===== src/rtl/dtmf_digit_sequencer_if.sv =====
// Bus between the DTMF digit sequencer, its number RAM read port and the tone generator.
// The master side controls the sequencer and returns RAM data; the slave side is the sequencer.
interface dtmf_digit_sequencer_if;
    logic        start;
    logic        abort;
    logic        ram_en;
    logic [5:0]  ram_addr;
    logic [15:0] ram_do;
    logic        tone_on;
    logic [1:0]  row_sel;
    logic [1:0]  col_sel;
    logic [3:0]  digit;
    logic        busy;
    logic        done;

    modport master (
        output start, abort, ram_do,
        input  ram_en, ram_addr, tone_on, row_sel, col_sel, digit, busy, done
    );

    modport slave (
        input  start, abort, ram_do,
        output ram_en, ram_addr, tone_on, row_sel, col_sel, digit, busy, done
    );
endinterface


===== src/rtl/dtmf_digit_sequencer.sv =====
// Walks dialled-number words from RAM, decodes each keypad code and times tone/gap bursts.
// Optional macro DTMF_REPEAT_EN: loop the sequence forever instead of finishing with done.
module dtmf_digit_sequencer #(
    parameter logic [15:0] TONE_CYCLES = 16'd800,
    parameter logic [15:0] GAP_CYCLES  = 16'd400,
    parameter logic [6:0]  MAX_DIGITS  = 7'd64
) (
    input  logic                       clk,
    input  logic                       rst_n,
    dtmf_digit_sequencer_if.slave      bus
);

    typedef enum logic [2:0] {
        S_IDLE  = 3'd0,
        S_FETCH = 3'd1,
        S_WAIT  = 3'd2,
        S_TONE  = 3'd3,
        S_GAP   = 3'd4,
        S_DONE  = 3'd5
    } state_t;

    // Keypad code to {row, col} of the standard 4x4 DTMF matrix.
    function automatic logic [3:0] f_decode(input logic [3:0] code);
        logic [3:0] rc;
        case (code)
            4'h1:    rc = {2'd0, 2'd0};
            4'h2:    rc = {2'd0, 2'd1};
            4'h3:    rc = {2'd0, 2'd2};
            4'hC:    rc = {2'd0, 2'd3};
            4'h4:    rc = {2'd1, 2'd0};
            4'h5:    rc = {2'd1, 2'd1};
            4'h6:    rc = {2'd1, 2'd2};
            4'hD:    rc = {2'd1, 2'd3};
            4'h7:    rc = {2'd2, 2'd0};
            4'h8:    rc = {2'd2, 2'd1};
            4'h9:    rc = {2'd2, 2'd2};
            4'hE:    rc = {2'd2, 2'd3};
            4'hA:    rc = {2'd3, 2'd0};
            4'h0:    rc = {2'd3, 2'd1};
            4'hB:    rc = {2'd3, 2'd2};
            4'hF:    rc = {2'd3, 2'd3};
            default: rc = {2'd0, 2'd0};
        endcase
        return rc;
    endfunction

    state_t      r_state;
    logic [5:0]  r_ptr;
    logic [15:0] r_cnt;
    logic        r_ram_en;
    logic        r_tone_on;
    logic [1:0]  r_row_sel;
    logic [1:0]  r_col_sel;
    logic [3:0]  r_digit;
    logic        r_busy;
    logic        r_done;
`ifdef DTMF_REPEAT_EN
    logic        r_wrap;
`endif

    logic [3:0]  w_rc;
    logic        w_last;
    logic        w_unused;

    assign w_rc     = f_decode(bus.ram_do[3:0]);
    assign w_last   = ({1'b0, r_ptr} == (MAX_DIGITS - 7'd1));
    assign w_unused = ^bus.ram_do[14:4];

    assign bus.ram_en   = r_ram_en;
    assign bus.ram_addr = r_ptr;
    assign bus.tone_on  = r_tone_on;
    assign bus.row_sel  = r_row_sel;
    assign bus.col_sel  = r_col_sel;
    assign bus.digit    = r_digit;
    assign bus.busy     = r_busy;
    assign bus.done     = r_done;

    // Sequencer FSM; every output is a register updated on the transition into its state.
    always_ff @(posedge clk or negedge rst_n) begin
        if (!rst_n) begin
            r_state   <= S_IDLE;
            r_ptr     <= 6'd0;
            r_cnt     <= 16'd0;
            r_ram_en  <= 1'b0;
            r_tone_on <= 1'b0;
            r_row_sel <= 2'd0;
            r_col_sel <= 2'd0;
            r_digit   <= 4'd0;
            r_busy    <= 1'b0;
            r_done    <= 1'b0;
`ifdef DTMF_REPEAT_EN
            r_wrap    <= 1'b0;
`endif
        end else if (bus.abort) begin
            // Digit/row/col deliberately hold so the last tone stays observable.
            r_state   <= S_IDLE;
            r_cnt     <= 16'd0;
            r_ram_en  <= 1'b0;
            r_tone_on <= 1'b0;
            r_busy    <= 1'b0;
            r_done    <= 1'b0;
`ifdef DTMF_REPEAT_EN
            r_wrap    <= 1'b0;
`endif
        end else begin
            case (r_state)
                S_IDLE: begin
                    if (bus.start) begin
                        r_state  <= S_FETCH;
                        r_ptr    <= 6'd0;
                        r_ram_en <= 1'b1;
                        r_busy   <= 1'b1;
                    end
                end
                S_FETCH: begin
                    r_ram_en <= 1'b0;
                    r_state  <= S_WAIT;
                end
                S_WAIT: begin
                    if (bus.ram_do[15]) begin
`ifdef DTMF_REPEAT_EN
                        r_state <= S_GAP;
                        r_cnt   <= GAP_CYCLES;
                        r_wrap  <= 1'b1;
`else
                        r_state <= S_DONE;
                        r_done  <= 1'b1;
`endif
                    end else begin
                        r_digit   <= bus.ram_do[3:0];
                        r_row_sel <= w_rc[3:2];
                        r_col_sel <= w_rc[1:0];
                        r_tone_on <= 1'b1;
                        r_cnt     <= TONE_CYCLES;
                        r_state   <= S_TONE;
                    end
                end
                S_TONE: begin
                    if (r_cnt == 16'd1) begin
                        r_tone_on <= 1'b0;
                        r_cnt     <= GAP_CYCLES;
                        r_state   <= S_GAP;
                    end else begin
                        r_cnt <= r_cnt - 16'd1;
                    end
                end
                S_GAP: begin
                    if (r_cnt == 16'd1) begin
`ifdef DTMF_REPEAT_EN
                        if (r_wrap) begin
                            r_wrap   <= 1'b0;
                            r_ptr    <= 6'd0;
                            r_ram_en <= 1'b1;
                            r_state  <= S_FETCH;
                        end else if (w_last) begin
                            // One extra gap before restarting from address 0.
                            r_wrap <= 1'b1;
                            r_cnt  <= GAP_CYCLES;
                        end else begin
                            r_ptr    <= r_ptr + 6'd1;
                            r_ram_en <= 1'b1;
                            r_state  <= S_FETCH;
                        end
`else
                        if (w_last) begin
                            r_done  <= 1'b1;
                            r_state <= S_DONE;
                        end else begin
                            r_ptr    <= r_ptr + 6'd1;
                            r_ram_en <= 1'b1;
                            r_state  <= S_FETCH;
                        end
`endif
                    end else begin
                        r_cnt <= r_cnt - 16'd1;
                    end
                end
                S_DONE: begin
                    r_done  <= 1'b0;
                    r_busy  <= 1'b0;
                    r_state <= S_IDLE;
                end
                default: begin
                    r_ram_en  <= 1'b0;
                    r_tone_on <= 1'b0;
                    r_busy    <= 1'b0;
                    r_done    <= 1'b0;
                    r_state   <= S_IDLE;
                end
            endcase
        end
    end

endmodule


===== src/flat_wrapper.sv =====
// flat-port wrapper written by rule: the top's interface ports become plain ports
module dtmf_digit_sequencer_flat 
#(
    parameter logic [15:0] TONE_CYCLES = 16'd800,
    parameter logic [15:0] GAP_CYCLES  = 16'd400,
    parameter logic [6:0]  MAX_DIGITS  = 7'd64
)
  (clk, rst_n, bus_start, bus_abort, bus_ram_do, bus_ram_en, bus_ram_addr, bus_tone_on, bus_row_sel, bus_col_sel, bus_digit, bus_busy, bus_done);
  dtmf_digit_sequencer_if bus_i ();
  input  logic clk;
  input  logic rst_n;
  input wire logic [$bits(bus_i.start)-1:0] bus_start;
  input wire logic [$bits(bus_i.abort)-1:0] bus_abort;
  input wire logic [$bits(bus_i.ram_do)-1:0] bus_ram_do;
  output wire logic [$bits(bus_i.ram_en)-1:0] bus_ram_en;
  output wire logic [$bits(bus_i.ram_addr)-1:0] bus_ram_addr;
  output wire logic [$bits(bus_i.tone_on)-1:0] bus_tone_on;
  output wire logic [$bits(bus_i.row_sel)-1:0] bus_row_sel;
  output wire logic [$bits(bus_i.col_sel)-1:0] bus_col_sel;
  output wire logic [$bits(bus_i.digit)-1:0] bus_digit;
  output wire logic [$bits(bus_i.busy)-1:0] bus_busy;
  output wire logic [$bits(bus_i.done)-1:0] bus_done;
  assign bus_i.start = bus_start;
  assign bus_i.abort = bus_abort;
  assign bus_i.ram_do = bus_ram_do;
  assign bus_ram_en = bus_i.ram_en;
  assign bus_ram_addr = bus_i.ram_addr;
  assign bus_tone_on = bus_i.tone_on;
  assign bus_row_sel = bus_i.row_sel;
  assign bus_col_sel = bus_i.col_sel;
  assign bus_digit = bus_i.digit;
  assign bus_busy = bus_i.busy;
  assign bus_done = bus_i.done;
  dtmf_digit_sequencer #(.TONE_CYCLES(TONE_CYCLES), .GAP_CYCLES(GAP_CYCLES), .MAX_DIGITS(MAX_DIGITS)) u_core (.clk(clk), .rst_n(rst_n), .bus(bus_i));
endmodule

===== config.mk =====
export PLATFORM = sky130hd
export DESIGN_NAME = dtmf_digit_sequencer_flat
export DESIGN_NICKNAME = d
export VERILOG_FILES = /design/src/rtl/dtmf_digit_sequencer_if.sv /design/src/rtl/dtmf_digit_sequencer.sv /design/src/flat_wrapper.sv
export SDC_FILE = /design/constraint.sdc
export NUM_CORES = 1
export LEC_CHECK = 0
export ABC_AREA = 0
export CAP_MARGIN = 0
export CORE_MARGIN = 3
export CORE_UTILIZATION = 32
export DETAILED_ROUTE_END_ITERATION = 16
export PLACE_DENSITY = 0.56
export SYNTH_ARGS = -nofsm -noshare
export SYNTH_HDL_FRONTEND = slang
export SYNTH_SLANG_ARGS = --single-unit

===== constraint.sdc =====
create_clock -name clk -period 2.61 [get_ports clk]
set_input_delay 0.522 -clock clk [delete_from_list [all_inputs] [get_ports clk]]
set_output_delay 0.522 -clock clk [all_outputs]
set_load 0.005 [all_outputs]

==> results of run 1 <==
## state kept, by name, summed over array words and instances, names as in the netlist
register             flops
u_core.bus.ram_addr      6
u_core.bus.done          1
u_core.r_state           3
u_core.bus.busy          1
u_core.bus.col_sel       2
u_core.bus.ram_en        1
u_core.bus.tone_on       1
u_core.bus.digit         4
u_core.r_cnt            16
u_core.bus.row_sel       2
## worst max-delay path, cell delays in order, from the launching register on
cell and delay (ns):
dfrtp_1 0.37, inv_1 0.11, ha_1 0.19, nor3b_1 0.32
and4_1 0.41, a31oi_4 0.19, or3_1 0.37, a21oi_1 0.15
## logic make-up after synthesis
| kind of cell | synth area share (%) |
|---|---|
| AND/OR/NAND/NOR | 25.1 |
| AO/OA/AOI/OAI | 22.4 |
| flip-flops | 42.4 |
| buffers and inverters | 2.92 |
| XOR/XNOR | 3.21 |
| multiplexers | 2.23 |
| adder cells (fa/ha/maj) | 1.72 |
## area by class of cell
class	instances	area [µm²]	area share, %
Tap cell	77	96.3	3.61
Clock buffer	6	72.6	2.72
Multi-Input combinational cell	185	1190	44.7
Timing Repair Buffer	39	353	13.2
Inverter	5	18.8	0.703
Clock inverter	2	10.0	0.375
Sequential cell	37	926	34.7
## worst min-delay path by stage
stage / start / to / slack, ns / cells past startpoint
after detailed placement: u_core.bus.row_sel[0] / u_core.bus.row_sel[0] / 0.47 / 1
after global placement: u_core.bus.row_sel[0] / u_core.bus.row_sel[0] / 0.46 / 1
final: rst_n / u_core.bus.ram_addr[3] / 0.34 / 1
after global routing: rst_n / u_core.bus.ram_addr[3] / 0.39 / 1
after floorplan: rst_n / u_core.bus.busy / 0.23 / 0
after CTS: rst_n / u_core.bus.ram_addr[3] / 0.37 / 1
## per-layer routing
| layer | vias to the layer above | part of all wire [%] |
|---|---|---|
| met2 | 37 | 46 |
| met1 | 934 | 49 |
| met5 | - | 0 |
| li1 | 952 | - |
| met4 | 0 | 0.80 |
| met3 | 6 | 3.7 |
## power groups by stage
stage | Combinational [µW] | Sequential (µW) | Clock, µW
floorplan | 403 | 779 | 0
global placement | 633 | 800 | 0
detailed placement | 642 | 800 | 0
CTS | 648 | 790 | 409
global route | 723 | 809 | 440
finish | 643 | 791 | 393
## cells in the final DEF, fill, tap and decap left out, drive strengths merged, types with 3 or more instances in the layout
master / synthesis / final
dfrtp: 37 / 37
clkdlybuf4s50: 0 / 25
a21oi: 22 / 22
nor2: 21 / 21
o21ai: 21 / 21
nand2: 15 / 15
buf: 4 / 14
nand3: 11 / 11
or3: 7 / 7
nor3: 6 / 6
nand2b: 6 / 6
xnor2: 6 / 6
a21o: 6 / 6
clkbuf: 6 / 6
inv: 5 / 5
o31ai: 5 / 5
nor4: 5 / 5
or4: 4 / 4
mux2: 4 / 4
and3: 3 / 3
nor2b: 3 / 3
o22ai: 3 / 3
ha: 3 / 3
a31oi: 3 / 3
## stage by stage
stage	setup WS (ns)	hold slack (ns)	std cells
finish	0.418	0.335	351
global placement	0.294	0.462	343
CTS	0.419	0.375	351
global route	0.333	0.388	351
detailed placement	0.253	0.471	343
floorplan	0.612	0.226	237
==> flow_metrics.py, run 1 <==
metrics = {
    "setup_path": {
        "crit_required_ns": 2.83,
        "crit_path_end": "u_core.bus.ram_addr[3]",
        "r2r_cells": 7,
        "critPathKind": "flip-flop to flip-flop",
        "r2r_slack_ns": 0.42,
        "rr_endpoint": "u_core.bus.ram_addr[3]",
        "crit_path_start": "u_core.r_cnt[1]",
        "startpoint_type": "flip-flop",
        "endpoint_kind": "flip-flop",
        "cp_max_fo": 9,
        "rr_startpoint": "u_core.r_cnt[1]",
        "cp.arrival_ns": 2.41,
    },
    "logic_synthesis": {
        "synthTopCellsByArea": "dfrtp_1 (42%), a21oi_1 (5.0%), o21ai_0 (3.9%)",
        "syn_area_mm2": 0.00218,
        "synth.top_cells.by_count": "dfrtp_1 (37), a21oi_1 (22), nor2_1 (21)",
        "synthCells": 237,
        "synth_cell_types": 53,
        "ys_seq_area_share_pct": 42.4,
        "ys_async_sr_fraction_pct": 100,
        "yosysTopAreaCellShare_pct": 42.4,
        "yosysMostFrequentCell": "dfrtp_1",
        "synth-edff-count": 0,
        "syn_area_per_cell_um2": 9.22,
        "synth_nets": 260,
        "ys_ff_latch": 37,
        "ys.flop_type": "dfrtp_1",
        "yosysTopAreaCell": "dfrtp_1",
        "yosys_warnings": 0,
    },
    "global_route": {
        "grt_util_met2_pct": 23.8,
        "grtUsageMet1_pct": 19.2,
        "grt_use_met3_pct": 4.38,
        "grt.total_usage_pct": 14.7,
        "grt_first_pass_wirelength_um": 9070,
        "grt_remaining_overflow": 0,
        "grt_pass1_vias": 1900,
        "grt_max_degree": 38,
        "busiest_layer": "met2",
        "grt_antenna_before_repair": 0,
    },
    "cts": {
        "postCtsResizedCells": 0,
        "root_buffer": "clkbuf_8",
        "clk_pin_slew_ns": 0.08,
        "clock-sinks": 37,
        "clk_latency_ns": 0.29,
        "post_cts_buffers": 0,
        "cts_buffers": 5,
        "cts_tree": "built",
        "hold_buffers": 0,
        "cts-htree-levels": 2,
        "clk_path_buf_depth": 2,
    },
    "timing": {
        "min_period_ns": 2.19,
        "setup-tns-final_ns": 0,
        "timing.fmax_mhz": 456,
        "relSlewSlack_pct": 43.1,
        "skew_ns": 0.0100,
        "layout_worst_path_cycle_share_pct": 84.0,
        "tightest_slew_ns": 0.854,
        "rsz0062_at_grt": "no",
        "final-hold-violation-count": 0,
        "finalMaxSlewViolations": 0,
        "setup_violations": 0,
    },
    "power": {
        "p_seq_share_pct": 43.3,
        "power_density_mw_per_mm2": 684,
        "cellInternalPower_uw": 1190,
        "vdd_drop_max_v": 0.000374,
        "totalPowerFinal_uw": 1830,
        "pwr-share-comb_pct": 35.2,
        "pwr-share-clk_pct": 21.5,
        "p_leak_uw": 0.00113,
        "power_switching_uw": 635,
        "swShare_pct": 34.7,
    },
    "floorplanning": {
        "core-area_mm2": 0.00649,
        "initial_core_util_pct": 33.6,
        "io-pin-count": 38,
        "fp-row-count": 29,
        "chipWidth_um": 88.6,
        "dieArea_mm2": 0.00785,
        "die_y_um": 88.6,
    },
    "route": {
        "drc": 0,
        "avgViaCountPerCell": 5.50,
        "wl_per_cell_um": 14.9,
        "drt_first_pass_iters": 4,
        "vias": 1929,
        "drtIter0Drc": 101,
        "ant_nets": 0,
        "wirelength_um": 5240,
    },
    "hold_path": {
        "min_path_type": "primary input to async pin",
    },
    "placed_design": {
        "place_congestion": 0.751,
        "io_buffers": 26,
        "place_hpwl_um": 3660,
        "placed_area_mm2": 0.00259,
    },
    "final_layout": {
        "nFillCells": 654,
        "area_delta_synth_final_pct": 22.3,
        "drive_above_1_share_pct": 13.5,
        "antennaDiodeCount": 0,
        "final_core_util_pct": 41.1,
        "layout.nets": 296,
        "final_cell_area_mm2": 0.00267,
    },
    "outcome": {
        "status": "finished clean",
    },
    "run": {
        "maxCapViolations": 0,
    },
}
Note: power is estimated with default switching activity, not from simulation.
==> run 2, diff against run 1 <==
==> constraint.sdc (replaced) <==
create_clock -name clk -period 2.06 [get_ports clk]
set_input_delay 0.412 -clock clk [delete_from_list [all_inputs] [get_ports clk]]
set_output_delay 0.412 -clock clk [all_outputs]
set_load 0.005 [all_outputs]
==> run 2 against run 1 <==
Register-to-register slack worse by 0.28 ns. Final area increased by 8.4%. Power is 35% higher. Count of clock-buffer cells in the layout increased by 1. Non-clock buffer count up 26. Clock power is 27% higher. Final cell count rose by 7.4%. Sequential share of layout area shrank 2.6 points. Critical path depth is 2 lower.
==> flow_metrics.py, run 2 (synthesis gave the netlist of run 1 again) <==
metrics = {
    "final_layout": {
        "top_register": "u_core.r_cnt",
        "final_core_util_pct": 44.6,
        "area_delta_synth_final_pct": 32.5,
        "layout_common_cells": "buf_4 (39), dfrtp_1 (36), clkdlybuf4s50_1 (25)",
        "drive_above_1_share_pct": 22.3,
        "antennaDiodeCount": 0,
        "nFillCells": 623,
        "layout.nets": 322,
        "instances_no_fill": 377,
        "final_common_cell": "buf_4",
        "largest_reg_flops": 16,
    },
    "global_route": {
        "grt.total_usage_pct": 14.8,
        "grt_first_pass_wirelength_um": 9190,
        "grt_remaining_overflow": 0,
        "grt_max_degree": 38,
        "grt_pass1_vias": 1960,
        "grt_antenna_before_repair": 0,
    },
    "timing": {
        "skew_ns": 0.00862,
        "finalMaxSlewViolations": 0,
        "setup_violations": 0,
        "layout_worst_path_cycle_share_pct": 93.4,
        "finalWorstSetupSlack_ns": 0.136,
        "final-hold-violation-count": 0,
        "whs_ns": 0.161,
        "timing.fmax_mhz": 520,
        "tightest_slew_ns": 0.476,
        "min_period_ns": 1.92,
        "relSlewSlack_pct": 68.3,
    },
    "setup_path": {
        "startpoint_type": "flip-flop",
        "cp_max_fo": 8,
        "crit_required_ns": 2.24,
        "cp.arrival_ns": 2.11,
        "endpoint_kind": "flip-flop",
        "critPathKind": "flip-flop to flip-flop",
    },
    "route": {
        "drt_first_pass_iters": 4,
        "vias": 2007,
        "ant_nets": 0,
        "drtIter0Drc": 109,
        "wirelength_um": 5150,
        "wl_per_cell_um": 13.6,
        "avgViaCountPerCell": 5.32,
        "drc": 0,
    },
    "cts": {
        "cts-htree-levels": 2,
        "root_buffer": "clkbuf_8",
        "clk_latency_ns": 0.29,
        "clock-sinks": 37,
        "hold_buffers": 0,
        "cts_tree": "built",
        "clk_path_buf_depth": 2,
        "cts_buffers": 5,
        "clk_pin_slew_ns": 0.08,
    },
    "power": {
        "p_leak_uw": 0.00126,
        "vdd_drop_max_v": 0.000444,
        "power_density_mw_per_mm2": 853,
    },
    "placed_design": {
        "placed_cells": 368,
        "place_ws_ns": -0.0773,
        "place_hpwl_um": 3890,
        "place_congestion": 0.821,
        "io_buffers": 26,
    },
    "floorplanning": {
        "fp-row-count": 29,
        "chipWidth_um": 88.6,
        "dieArea_mm2": 0.00785,
        "initial_core_util_pct": 33.6,
        "die_y_um": 88.6,
        "io-pin-count": 38,
        "core-area_mm2": 0.00649,
    },
    "outcome": {
        "status": "finished clean",
    },
    "hold_path": {
        "min_path_type": "primary input to async pin",
    },
    "run": {
        "maxCapViolations": 0,
    },
}
-- run 2: cell count changes in the layout (fill, tap and decap cells not counted), sizes merged --
| cell | delta |
|---|---|
| buf | +26 |
| clkbuf | +1 |
| clkinv | -2 |
| clkinvlp | +1 |
-- run 2: critical path, stage by stage, from the launching register on --
cell and delay (ns):
dfrtp_2 0.47, nor4_4 0.37, nand4_2 0.17, o31ai_2 0.36, nand3_1 0.14, mux2_4 0.31
-- run 2: path summary, 6_finish.rpt --
kind,start,end,slack [ns],cells after the start
max,u_core.r_cnt[2],u_core.bus.ram_addr[4],0.14,5
min,rst_n,u_core.bus.ram_addr[3],0.16,2
max reg2reg,u_core.r_cnt[2],u_core.bus.ram_addr[4],0.14,5
min reg2reg,u_core.bus.col_sel[0],u_core.bus.col_sel[0],0.49,2
max in group asynchronous,rst_n,u_core.r_cnt[2],1.54,2
min in group clk,u_core.bus.col_sel[0],u_core.bus.col_sel[0],0.49,2
-- run 2: final cells by class --
| cell class | instances | area (µm²) | area share, % |
|---|---|---|---|
| Multi-Input combinational cell | 185 | 1220 | 42.2 |
| Tap cell | 77 | 96.3 | 3.33 |
| Clock inverter | 1 | 7.51 | 0.259 |
| Inverter | 5 | 18.8 | 0.648 |
| Clock buffer | 7 | 76.3 | 2.64 |
| Timing Repair Buffer | 65 | 548 | 18.9 |
| Sequential cell | 37 | 927 | 32.0 |
-- run 2: repair_timing --
item	CTS	global route
pin swaps	0	1
setup buffers	0	1
endpoints found under the setup margin	9	14
gates resized for setup	1	5
-- run 2: metal layers --
| metal | GRT usage (%) | up-vias | part of all wire [%] | wire (µm) |
|---|---|---|---|---|
| met1 | 20.5 | 961 | 49 | 2540 |
| met5 | 0 | - | 0 | 0 |
| met3 | 3.07 | 5 | 2.9 | 151 |
| met2 | 23.1 | 34 | 46 | 2390 |
| met4 | 4.95 | 0 | 1.2 | 62 |
| li1 | - | 1007 | - | - |
-- run 2: report_power, final --
part / switching, µW / internal, µW
Combinational: 432 / 544
Sequential: 129 / 862
Clock: 261 / 240
-- run 2: metrics by stage --
step	total power, µW	cell area (µm²)	TNS [ns]
floorplan	1500	2180	0
global placement	1940	2780	-0.626
detailed placement	1950	2780	-0.620
CTS	2470	2860	0
global route	2680	2900	-0.0338
finish	2470	2900	0
